<file path="src/rtl/button_event_arbiter.sv">
// Round-robin arbiter that serialises one-cycle button press pulses into a
// single valid/ready event stream, with one pending press held per button.
module button_event_arbiter #(
    parameter  int N_BUTTONS = 4,
    localparam int IDX_W     = $clog2(N_BUTTONS)
) (
    input  logic                 clk,
    input  logic                 rst,
    input  logic [N_BUTTONS-1:0] pb_pulse,
    output logic                 evt_valid,
    input  logic                 evt_ready,
    output logic [IDX_W-1:0]     evt_id,
    output logic [N_BUTTONS-1:0] overrun,
    input  logic                 overrun_clr
);

    typedef enum logic {
        EMPTY = 1'b0,
        FULL  = 1'b1
    } state_t;

    state_t                 state_q, state_d;
    logic [N_BUTTONS-1:0]   pending_q, pending_d;
    logic [N_BUTTONS-1:0]   overrun_q, overrun_d;
    logic [IDX_W-1:0]       evt_id_q, evt_id_d;
    logic [IDX_W-1:0]       ptr_q, ptr_d;

    logic                   load_s;
    logic [IDX_W:0]         pick_s;
    logic [IDX_W-1:0]       sel_s;
    logic [N_BUTTONS-1:0]   grant_mask_s;

    // Returns {found, index} of the first request at or after ptr, wrapping.
    // Scanning from the far end lets the candidate nearest ptr overwrite the rest.
    function automatic logic [IDX_W:0] rr_pick(input logic [N_BUTTONS-1:0] req,
                                               input logic [IDX_W-1:0]     ptr);
        logic [IDX_W:0] res;
        int             idx;
        res = '0;
        for (int k = N_BUTTONS - 1; k >= 0; k--) begin
            idx = int'(ptr) + k;
            if (idx >= N_BUTTONS) begin
                idx = idx - N_BUTTONS;
            end else begin
                idx = idx;
            end
            if (req[idx]) begin
                res = {1'b1, IDX_W'(idx)};
            end else begin
                res = res;
            end
        end
        return res;
    endfunction

    always_comb begin
        state_d      = state_q;
        evt_id_d     = evt_id_q;
        ptr_d        = ptr_q;
        grant_mask_s = '0;
        pick_s       = rr_pick(pending_q, ptr_q);
        sel_s        = pick_s[IDX_W-1:0];

        case (state_q)
            EMPTY:   load_s = 1'b1;
            FULL:    load_s = evt_ready;
            default: load_s = 1'b1;
        endcase

        if (load_s) begin
            if (pick_s[IDX_W]) begin
                state_d      = FULL;
                evt_id_d     = sel_s;
                grant_mask_s = {{(N_BUTTONS-1){1'b0}}, 1'b1} << sel_s;
                ptr_d        = (sel_s == IDX_W'(N_BUTTONS - 1)) ? '0 : sel_s + IDX_W'(1);
            end else begin
                state_d = EMPTY;
            end
        end else begin
            state_d = state_q;
        end

        // A pulse on the bit being granted is a fresh press, not an overrun.
        pending_d = (pending_q & ~grant_mask_s) | pb_pulse;
        overrun_d = (overrun_clr ? '0 : overrun_q) | (pb_pulse & pending_q & ~grant_mask_s);
    end

    always_ff @(posedge clk or posedge rst) begin
        if (rst) begin
            state_q   <= EMPTY;
            pending_q <= '0;
            overrun_q <= '0;
            evt_id_q  <= '0;
            ptr_q     <= '0;
        end else begin
            state_q   <= state_d;
            pending_q <= pending_d;
            overrun_q <= overrun_d;
            evt_id_q  <= evt_id_d;
            ptr_q     <= ptr_d;
        end
    end

    assign evt_valid = (state_q == FULL);
    assign evt_id    = evt_id_q;
    assign overrun   = overrun_q;

endmodule

</file>
<file path="config.mk">
export PLATFORM = sky130hd
export DESIGN_NAME = button_event_arbiter
export DESIGN_NICKNAME = d
export VERILOG_FILES = /design/src/rtl/button_event_arbiter.sv
export SDC_FILE = /design/constraint.sdc
export NUM_CORES = 1
export LEC_CHECK = 0
export ABC_AREA = 0
export CAP_MARGIN = 20
export CORE_MARGIN = 2
export CORE_UTILIZATION = 42
export CTS_BUF_LIST = sky130_fd_sc_hd__clkbuf_16
export DETAILED_ROUTE_END_ITERATION = 16
export PLACE_DENSITY_LB_ADDON = 0.2
export RECOVER_POWER = 25
export SYNTH_ARGS = -nofsm -noshare
export SYNTH_HDL_FRONTEND = slang
export SYNTH_SLANG_ARGS = --single-unit
</file>
<file path="constraint.sdc">
create_clock -name clk -period 1.78 [get_ports clk]
set_clock_uncertainty 0.2 [all_clocks]
set_input_delay 0.267 -clock clk [delete_from_list [all_inputs] [get_ports clk]]
set_output_delay 0.267 -clock clk [all_outputs]
set_load 0.01 [all_outputs]
</file>
==> results of run 1 <==
metal layers:
layer / track usage [%] / wire length (um)
met1: 28.72 / 851
met2: 34.41 / 945
met3: 5.000 / 62
met4: 10.30 / 9
met5: 0 / 0
layout make-up:
cell class                      instances  area (sq um)
Tap cell                               16         20.02
Inverter                                3         11.26
Multi-Input combinational cell         42         440.4
Clock inverter                          1         3.754
Clock buffer                            3         75.07
Timing Repair Buffer                   32         275.3
Fill cell                             100         336.6
Sequential cell                        13         326.6
logic make-up (layout without fill, tap and decap cells):
logic type	after synthesis	in the layout	share of synthesized area, %
compound gates	17	17	19.09
fa+ha+maj	4	4	7.562
buf+inv	3	39	1.701
flops	13	13	49.15
mux	2	2	3.780
simple gates	19	19	18.71
flip-flops by register name, summed over array words and instances, names as in the netlist:
name       count
overrun        4
pending_q      4
evt_id         2
ptr_q          2
evt_valid      1
worst paths after layout:
path                                endpoint  slack, ns  cells after the start
worst min-delay path               evt_valid       0.30                      2
worst max-delay path            pending_q[1]       -0.1                      7
max in group asynchronous       pending_q[2]       0.71                      2
min in group clk                   evt_id[0]       0.30                      2
worst max register to register  pending_q[1]       -0.1                      7
worst min register to register     evt_id[0]       0.30                      2
power breakdown:
part           switching, mW  internal (mW)
Combinational          0.514          0.664
Sequential             0.104          0.411
Clock                  0.124          0.296
Total                  0.742           1.37
cells in the mapped netlist:
cell | instances | area, sq um
or2_4 | 1 | 8.760
dfrtp_1 | 13 | 325.3
nor3_1 | 1 | 5.000
nand2_1 | 2 | 7.510
or2b_1 | 1 | 7.510
o21bai_1 | 1 | 7.510
nor4_4 | 1 | 21.27
ha_1 | 4 | 50.05
a22o_1 | 4 | 35.03
o41a_1 | 1 | 11.26
inv_1 | 3 | 11.26
nor2_1 | 3 | 11.26
mux2_4 | 1 | 15.01
mux2i_1 | 1 | 10.01
a21oi_1 | 3 | 15.01
o31ai_1 | 1 | 7.510
or3_1 | 1 | 6.260
a21boi_0 | 3 | 22.52
nor2b_1 | 2 | 12.51
or2_1 | 1 | 6.260
or2_2 | 4 | 25.02
nand2b_1 | 2 | 12.51
o41ai_1 | 1 | 8.760
o21ai_0 | 2 | 10.01
a311oi_1 | 1 | 8.760
metrics by stage:
| step | instance area (sq um) | TNS, ns |
|---|---|---|
| 6_report | 1152 | -0.4933 |
| 5_1_grt | 1152 | -1.531 |
| 4_1_cts | 1062 | -0.05765 |
| 3_5_place_dp | 904.6 | -0.6737 |
| 3_3_place_gp | 904.6 | -0.5137 |
| 2_1_floorplan | 669.4 | 0 |
worst register-to-register path: stages (launching register included):
cell and delay (ns):
dfrtp_1 0.40, mux2i_1 0.22, nor2_1 0.11, nor3_2 0.23, buf_4 0.16, ha_4 0.13, a21oi_4 0.06, or2_4 0.25
repair_timing:
| action | CTS | global route |
|---|---|---|
| pin swaps | 7 | 5 |
| gates resized for setup | 16 | 11 |
| setup buffers | 4 | 4 |
| setup endpoints to repair | 9 | 9 |
| endpoints found under the hold margin | 0 | 0 |
==> results by stage, run 1 <==
Finish:
- The area growth from synthesis to layout is 74.10%.
- The number of diodes added for antenna fixing is 0.
- In the final design database the tool counted 107 nets.
- Once layout is complete, the utilization of the core stands at 77.40%.
- The commonest non-fill, non-tap cell in the layout is buf_4.
- Cells with a size suffix above 1 make up 48.94% of the layout.
- Leaving out fill and tap cells, the most frequent cells in the layout are buf_4, clkdlybuf4s50_1, dfrtp_1.
- Leaving out filler cells and counting taps, the final layout contains 110.

Power:
- The largest vdd supply drop is between 0.9 and 1 mV.
- Summed over all cells, the static leakage comes to 0.5061 nW.
- Dividing total power by cell area gives a power density of 1833 nW/um^2.
- The overall power of the completed layout is 2.113 mW.

Drt:
- The average wire per cell in the routed design is 16.98 um.
- The routed via count divided by cell count is between 5 and 6.
- For this run, design rule violations remaining after detail routing come to 0.
- Summed over all layers, the routed wires come to 1868 um.
- The detailed router finished its first iteration with 5 violations.
- The via count of the routed design is 582.
- The number of search-and-repair iterations in the first detailed-routing pass is 4.
- The count of antenna-violating nets left after detailed routing is 0.

Setup path:
- On the critical path the largest part of the delay comes from simple AND/OR/NAND/NOR gates.
- The sort of element at the start of the critical path is a register.
- The biggest fanout along the worst timing path is 4.
- The critical path goes through mux2i_1 > nor2_1 > nor3_2 > buf_4 > ha_4 > a21oi_4 > or2_4.
- The sort of element at the end of the critical path is a register.
- The slowest library cell on the worst path is dfrtp_1.
- The number of buffer and inverter instances along the worst setup path is 1.
- The data arrival time at the worst-slack endpoint is 1.80 ns.
- At the worst endpoint, the required time is 1.71 ns.
- The worst setup path is of the reg2reg kind.
- The startpoint of the most critical register-to-register path is ptr_q[1].
- The maximum single-stage delay on the critical path is 0.40 ns.
- The critical path starts at ptr_q[1].

Worst hold path:
- The class of the worst hold path is in2async.

Run:
- Across the run, the number of max-cap violations was 0.

Yosys:
- The cell count after synthesis came out at 58.
- The synthesized netlist occupies a cell area of about 660 sq um.
- The sequential cell area fraction in the yosys report is 49.15%.
- The synthesis-stage register bit count is 13.
- The synthesized area divided by synthesized cell count is 11.41 sq um.
- The number of different library cells used by synthesis comes to 25.
- The number of nets handed over by synthesis was 70.
- The synthesis warning total is 0.

Clocking:
- Clock tree synthesis found a total of 13 sinks.
- The buffer levels on the longest clock path is 2.
- The number of clock buffers added by TritonCTS is 3.
- The CTS tree is done.
- The quantity of hold-fixing buffers added after cts is 0.
- The clock latency of the later-clocked register in the worst-skew pair is 0.24 ns.
- The maximum level of the CTS H-tree is 1.
- The clock root buffer is clkbuf_16.
- The clock-pin slew on the worst setup and hold paths is ~0.05 ns.

STA:
- At the pin with the least slew margin, the transition time is roughly 0.52 ns.
- The worst pin sits at a relative slew slack of between 60% and 70%.
- The number of hold violations in the final report came to 0.
- The worst hold margin is 0.2972 ns.
- Static timing analysis puts the maximum clock frequency at 532.9 MHz.
- Setup repair after global routing could not meet its margin everywhere.
- The number of pins with negative max-slew slack in the final report was 0.
- The number of setup violations in the final report is 8.
- The shortest period the worst path allows is 1.876 ns.
- After layout, the worst setup slack is -0.09638 ns.
- After layout, the worst path uses 105.4% of the clock period.

GRT:
- Entering global routing, the biggest net connects 14 pins.
- The via count of the first global-routing pass was 640.
- The total congestion overflow is 0.
- The initial antenna violation count is 0.
- The first global-routing pass estimated approximately 3000 um of wire.
- Global routing consumed, over all layers together, 21.97% of the routing resources.

Floorplanning:
- The core region is approximately 1500 sq um.
- The area enclosed by the die boundary is 1909 sq um.
- Once the floorplan was initialized, standard cells occupied between 40% and 50% of the core.
- From left edge to right edge, the die measures around 44 um.
- The initialized floorplan defines 14 standard-cell rows.
- Pin placement for this block handled 15 I/O pins.
- The die height is 43.70 um.

Placed design:
- The post-placement cell count is a little under 100.
- Before CTS, the worst setup slack after placement is -0.1289 ns.
- The count of input and output buffers is 14.
- Routability-driven placement finished with a final weighted congestion of 0.8182.
- Once detailed placement completed, the half-perimeter wirelength came to 1069 um.

Run status:
- The final reports fail on negative setup slack.
- The flow ran to the end, but the final reports show violations.
Power figures use the tool's default switching activity.
==> run 2: changes to the inputs <==
--- a/config.mk
+++ b/config.mk
@@ -5,11 +5,13 @@
 export SDC_FILE = /design/constraint.sdc
 export NUM_CORES = 1
 export LEC_CHECK = 0
-export ABC_AREA = 0
+export ABC_AREA = 1
+export ABC_CLOCK_PERIOD_IN_PS = 1780
 export CAP_MARGIN = 20
 export CORE_MARGIN = 2
-export CORE_UTILIZATION = 42
+export CORE_UTILIZATION = 46
 export CTS_BUF_LIST = sky130_fd_sc_hd__clkbuf_16
+export CTS_CLUSTER_DIAMETER = 40
 export DETAILED_ROUTE_END_ITERATION = 16
 export PLACE_DENSITY_LB_ADDON = 0.2
 export RECOVER_POWER = 25
==> results by stage, run 2 <==
Run status:
- The flow ran to the end, but the final reports show violations.
- The final reports fail on negative setup slack.

STA:
- Based on the critical path, the design can be clocked at up to 496.7 MHz.
- Setup violations remaining at the end of the flow were counted as 13.
- Setup repair after global routing could not meet its margin everywhere.
- The worst pin sits at a relative slew slack of 66.13%.
- The worst path uses 113.1% of the clock period.
- Once routing completed, OpenROAD measured the worst setup slack at -0.2332 ns.
- The number of hold violations in the final report was 0.
- The tightest hold path in the finished design has a slack of about 0.27 ns.
- Setup total negative slack on the finished layout was measured at -2.196 ns.
- The worst path in the final design needs a cycle of 2.013 ns, including I/O delays and setup.
- For the pin with the worst max-slew slack, the measured transition is 0.5075 ns.
- The number of pins with negative max-slew slack in the final report is 0.

Yosys:
- After synthesis, the most frequently instantiated cells are nand2_1, inv_1, dfrtp_1.
- The synthesized netlist cell count is around 130.
- The count of different cell masters after synthesis is 16.
- The most instantiated library cell after synthesis is nand2_1.
- After synthesis the netlist holds a flip-flop and latch count of 13.
- The most used flip-flop cell after synthesis is dfrtp_1.
- Summing every instance area after synthesis gives around 860 sq um.
- In this run the biggest area consumer among cell types represents roughly 38% of the synthesized area.
- The number of enable flip-flop cells after synthesis is 0.
- Sequential cells were found to cover 37.68% of the synthesized design area.
- The synthesized netlist net count is 140.
- The post-synthesis cell type with the largest combined area is dfrtp_1.
- In the post-synthesis netlist, the biggest area contributors are dfrtp_1, nand2_1, inv_1.
- The async set-or-reset flop fraction in the synthesized netlist is 100.0%.
- After synthesis, the mean cell area works out to 6.745 sq um.
- The Yosys step of the flow raised 0 warnings.

GRT:
- The via count of the first global-routing pass was approximately 830.
- Summed over all layers, the global routing overflow is 0.
- The initial antenna violation count came to 0.
- The overall routing resource usage is a little over a fifth.
- Entering global routing, the biggest net connects 14 pins.
- The global-route wire length before repair is 3367 um.

Setup path:
- On the critical path, the stage with the largest delay is an instance of dfrtp_2.
- STA classifies the critical path startpoint as a register.
- The type of the worst setup path is reg2reg.
- The biggest fanout along the worst timing path is 6.
- The cell depth of the worst flop-to-flop path is 12.
- The capture point of the worst path is ptr_q[1].
- The required arrival time at the worst endpoint is 1.70 ns.
- The worst setup path is captured at a register.
- The critical path goes through buf_6 > nand2_2 > nand2_2 > nand2_4 > nand2_4 > o21ai_2 > nand2_1 > nand2_2 > inv_4 > ha_4 > nand2_2 > o21ai_1.
- In this run the critical register-to-register path is captured at ptr_q[1].
- The setup check on the worst reg-to-reg path leaves a slack of -0.23 ns.
- The launch point of the critical path is ptr_q[0].
- The startpoint of the most critical register-to-register path is ptr_q[0].
- Among the stages of the critical path, the cell type that occurs most often is nand2_2.
- The maximum single-stage delay on the critical path is 0.47 ns.
- The data arrival time at the worst-slack endpoint is just under 2 ns.

Drt:
- The count of antenna-violating nets left after detailed routing is 0.
- The average wire per cell in the routed design is 11.79 um.
- For this run, design rule violations remaining after detail routing come to 0.
- After the first detailed-routing iteration, the DRC count stood at 10.
- The number of search-and-repair iterations in the first detailed-routing pass is 4.
- The routed design has approximately 2200 um of wire.
- The via count of the routed design is 882.
- The routed via count divided by cell count is roughly 4.7.

Finish:
- The repair_antennas step left the layout with diodes totalling 0.
- The area growth from synthesis to layout is 58.99%.
- The register area is 326.6 sq um.
- The layout cell share with drive strength beyond 1 is 37.42%.
- The net count of the finished layout is 176.
- Fill cells in the final layout number 114.
- Leaving out fill and tap cells, the most frequent cell in the layout is nand2_1.
- The library cells used most frequently in the layout, excluding fill and tap cells, are nand2_1, nand2_2, inv_1, buf_4, clkdlybuf4s50_1.
- Summing all multi-input logic gate instances after layout gives roughly 540 sq um.

Clocking:
- The number of buffers created by CTS is 3.
- TritonCTS built the clock tree.
- The clock root buffer is clkbuf_16.
- The maximum level of the CTS H-tree is 1.
- The number of sinks handled by clock tree synthesis is 13.
- After clock tree synthesis, the clock-pin slew on the worst setup and hold paths is 0.04 ns.
- The buffer levels on the longest clock path is 2.
- The quantity of hold-fixing buffers added after cts is 0.
- The clock latency of the later-clocked register in the worst-skew pair is 0.24 ns.

Floorplanning:
- The area enclosed by the die boundary is 2239 sq um.
- The area of the core is roughly 1700 sq um.
- The number of top-level pins is 15.
- The floorplan has 15 rows.
- The die is 47.32 um tall.
- The initial core utilization is 49.46%.
- The die is 47.32 um wide.

Run:
- The tool flagged a number of max-cap violations equal to 0.

Placed design:
- Routability-driven placement finished with a final weighted congestion of 0.8874.
- Buffers placed on the I/O ports in this run total 14.
- The total half-perimeter wirelength after legalization and detailed placement is about 1400 um.

Worst hold path:
- The path class of the tightest hold or removal check is reg2reg.
## run 2: cell families after synthesis
family / Yosys count / synth area share [%]
adders and majority gates: 4 / 5.797
AOI/OAI and AO/OA: 8 / 6.087
and+or+nand+nor: 78 / 38.12
buffers and inverters: 25 / 12.32
DFF: 13 / 37.68
## run 2: layout make-up
class | count | area share [%]
clock buffers | 3 | 5.469
well taps | 25 | 2.279
clock inverters | 1 | 0.2735
multi-input cells | 90 | 39.29
repair buffers | 32 | 21.24
inverters | 24 | 7.657
flip-flops and latches | 13 | 23.79
## run 2: worst min-delay path by stage
stage | start | to | cells after the start
6_report | overrun[3] | overrun[3] | 2
5_1_grt | overrun[3] | overrun[3] | 2
4_1_cts | rst | evt_id[1] | 2
3_5_place_dp | evt_id[1] | evt_id[1] | 2
3_3_place_gp | evt_id[1] | evt_id[1] | 2
2_1_floorplan | rst | evt_id[0] | 1
## run 2: stage by stage
stage / instance area [sq um] / utilization, % / setup WS, ns / instances
global placement: 1166 / 66.81 / -0.1434 / 179
CTS: 1316 / 75.41 / -0.1388 / 187
floorplan: 895.9 / - / -0.01238 / 128
detailed placement: 1166 / 66.81 / -0.2012 / 179
finish: 1373 / 78.64 / -0.2332 / 188
global route: 1373 / 78.64 / -0.3120 / 188
## run 2: critical path: cells and delay by family, from the launching register on
family / cells / cell delay (ns)
buf+inv: 2 / 0.22
simple gates: 7 / 0.56
fa+ha+maj: 1 / 0.23
compound gates: 2 / 0.20
flops: 1 / 0.47
## run 2: what timing repair did
action	CTS	global route
pin swaps	11	14
endpoints found under the setup margin	13	13
resized for setup	14	16
setup buffers	4	2
## run 2: layer usage
| layer | track usage (%) | vias up | share of wire, % |
|---|---|---|---|
| li1 | - | 446 | - |
| met3 | 3.077 | 4 | 1.4 |
| met4 | 6.667 | 0 | 0.95 |
| met5 | 0 | - | 0 |
| met2 | 39.19 | 11 | 58 |
| met1 | 25.95 | 421 | 39 |
Power of run 2 is not shown: default switching activity piles up to over one toggle a cycle in this logic, so the estimate is an artifact.
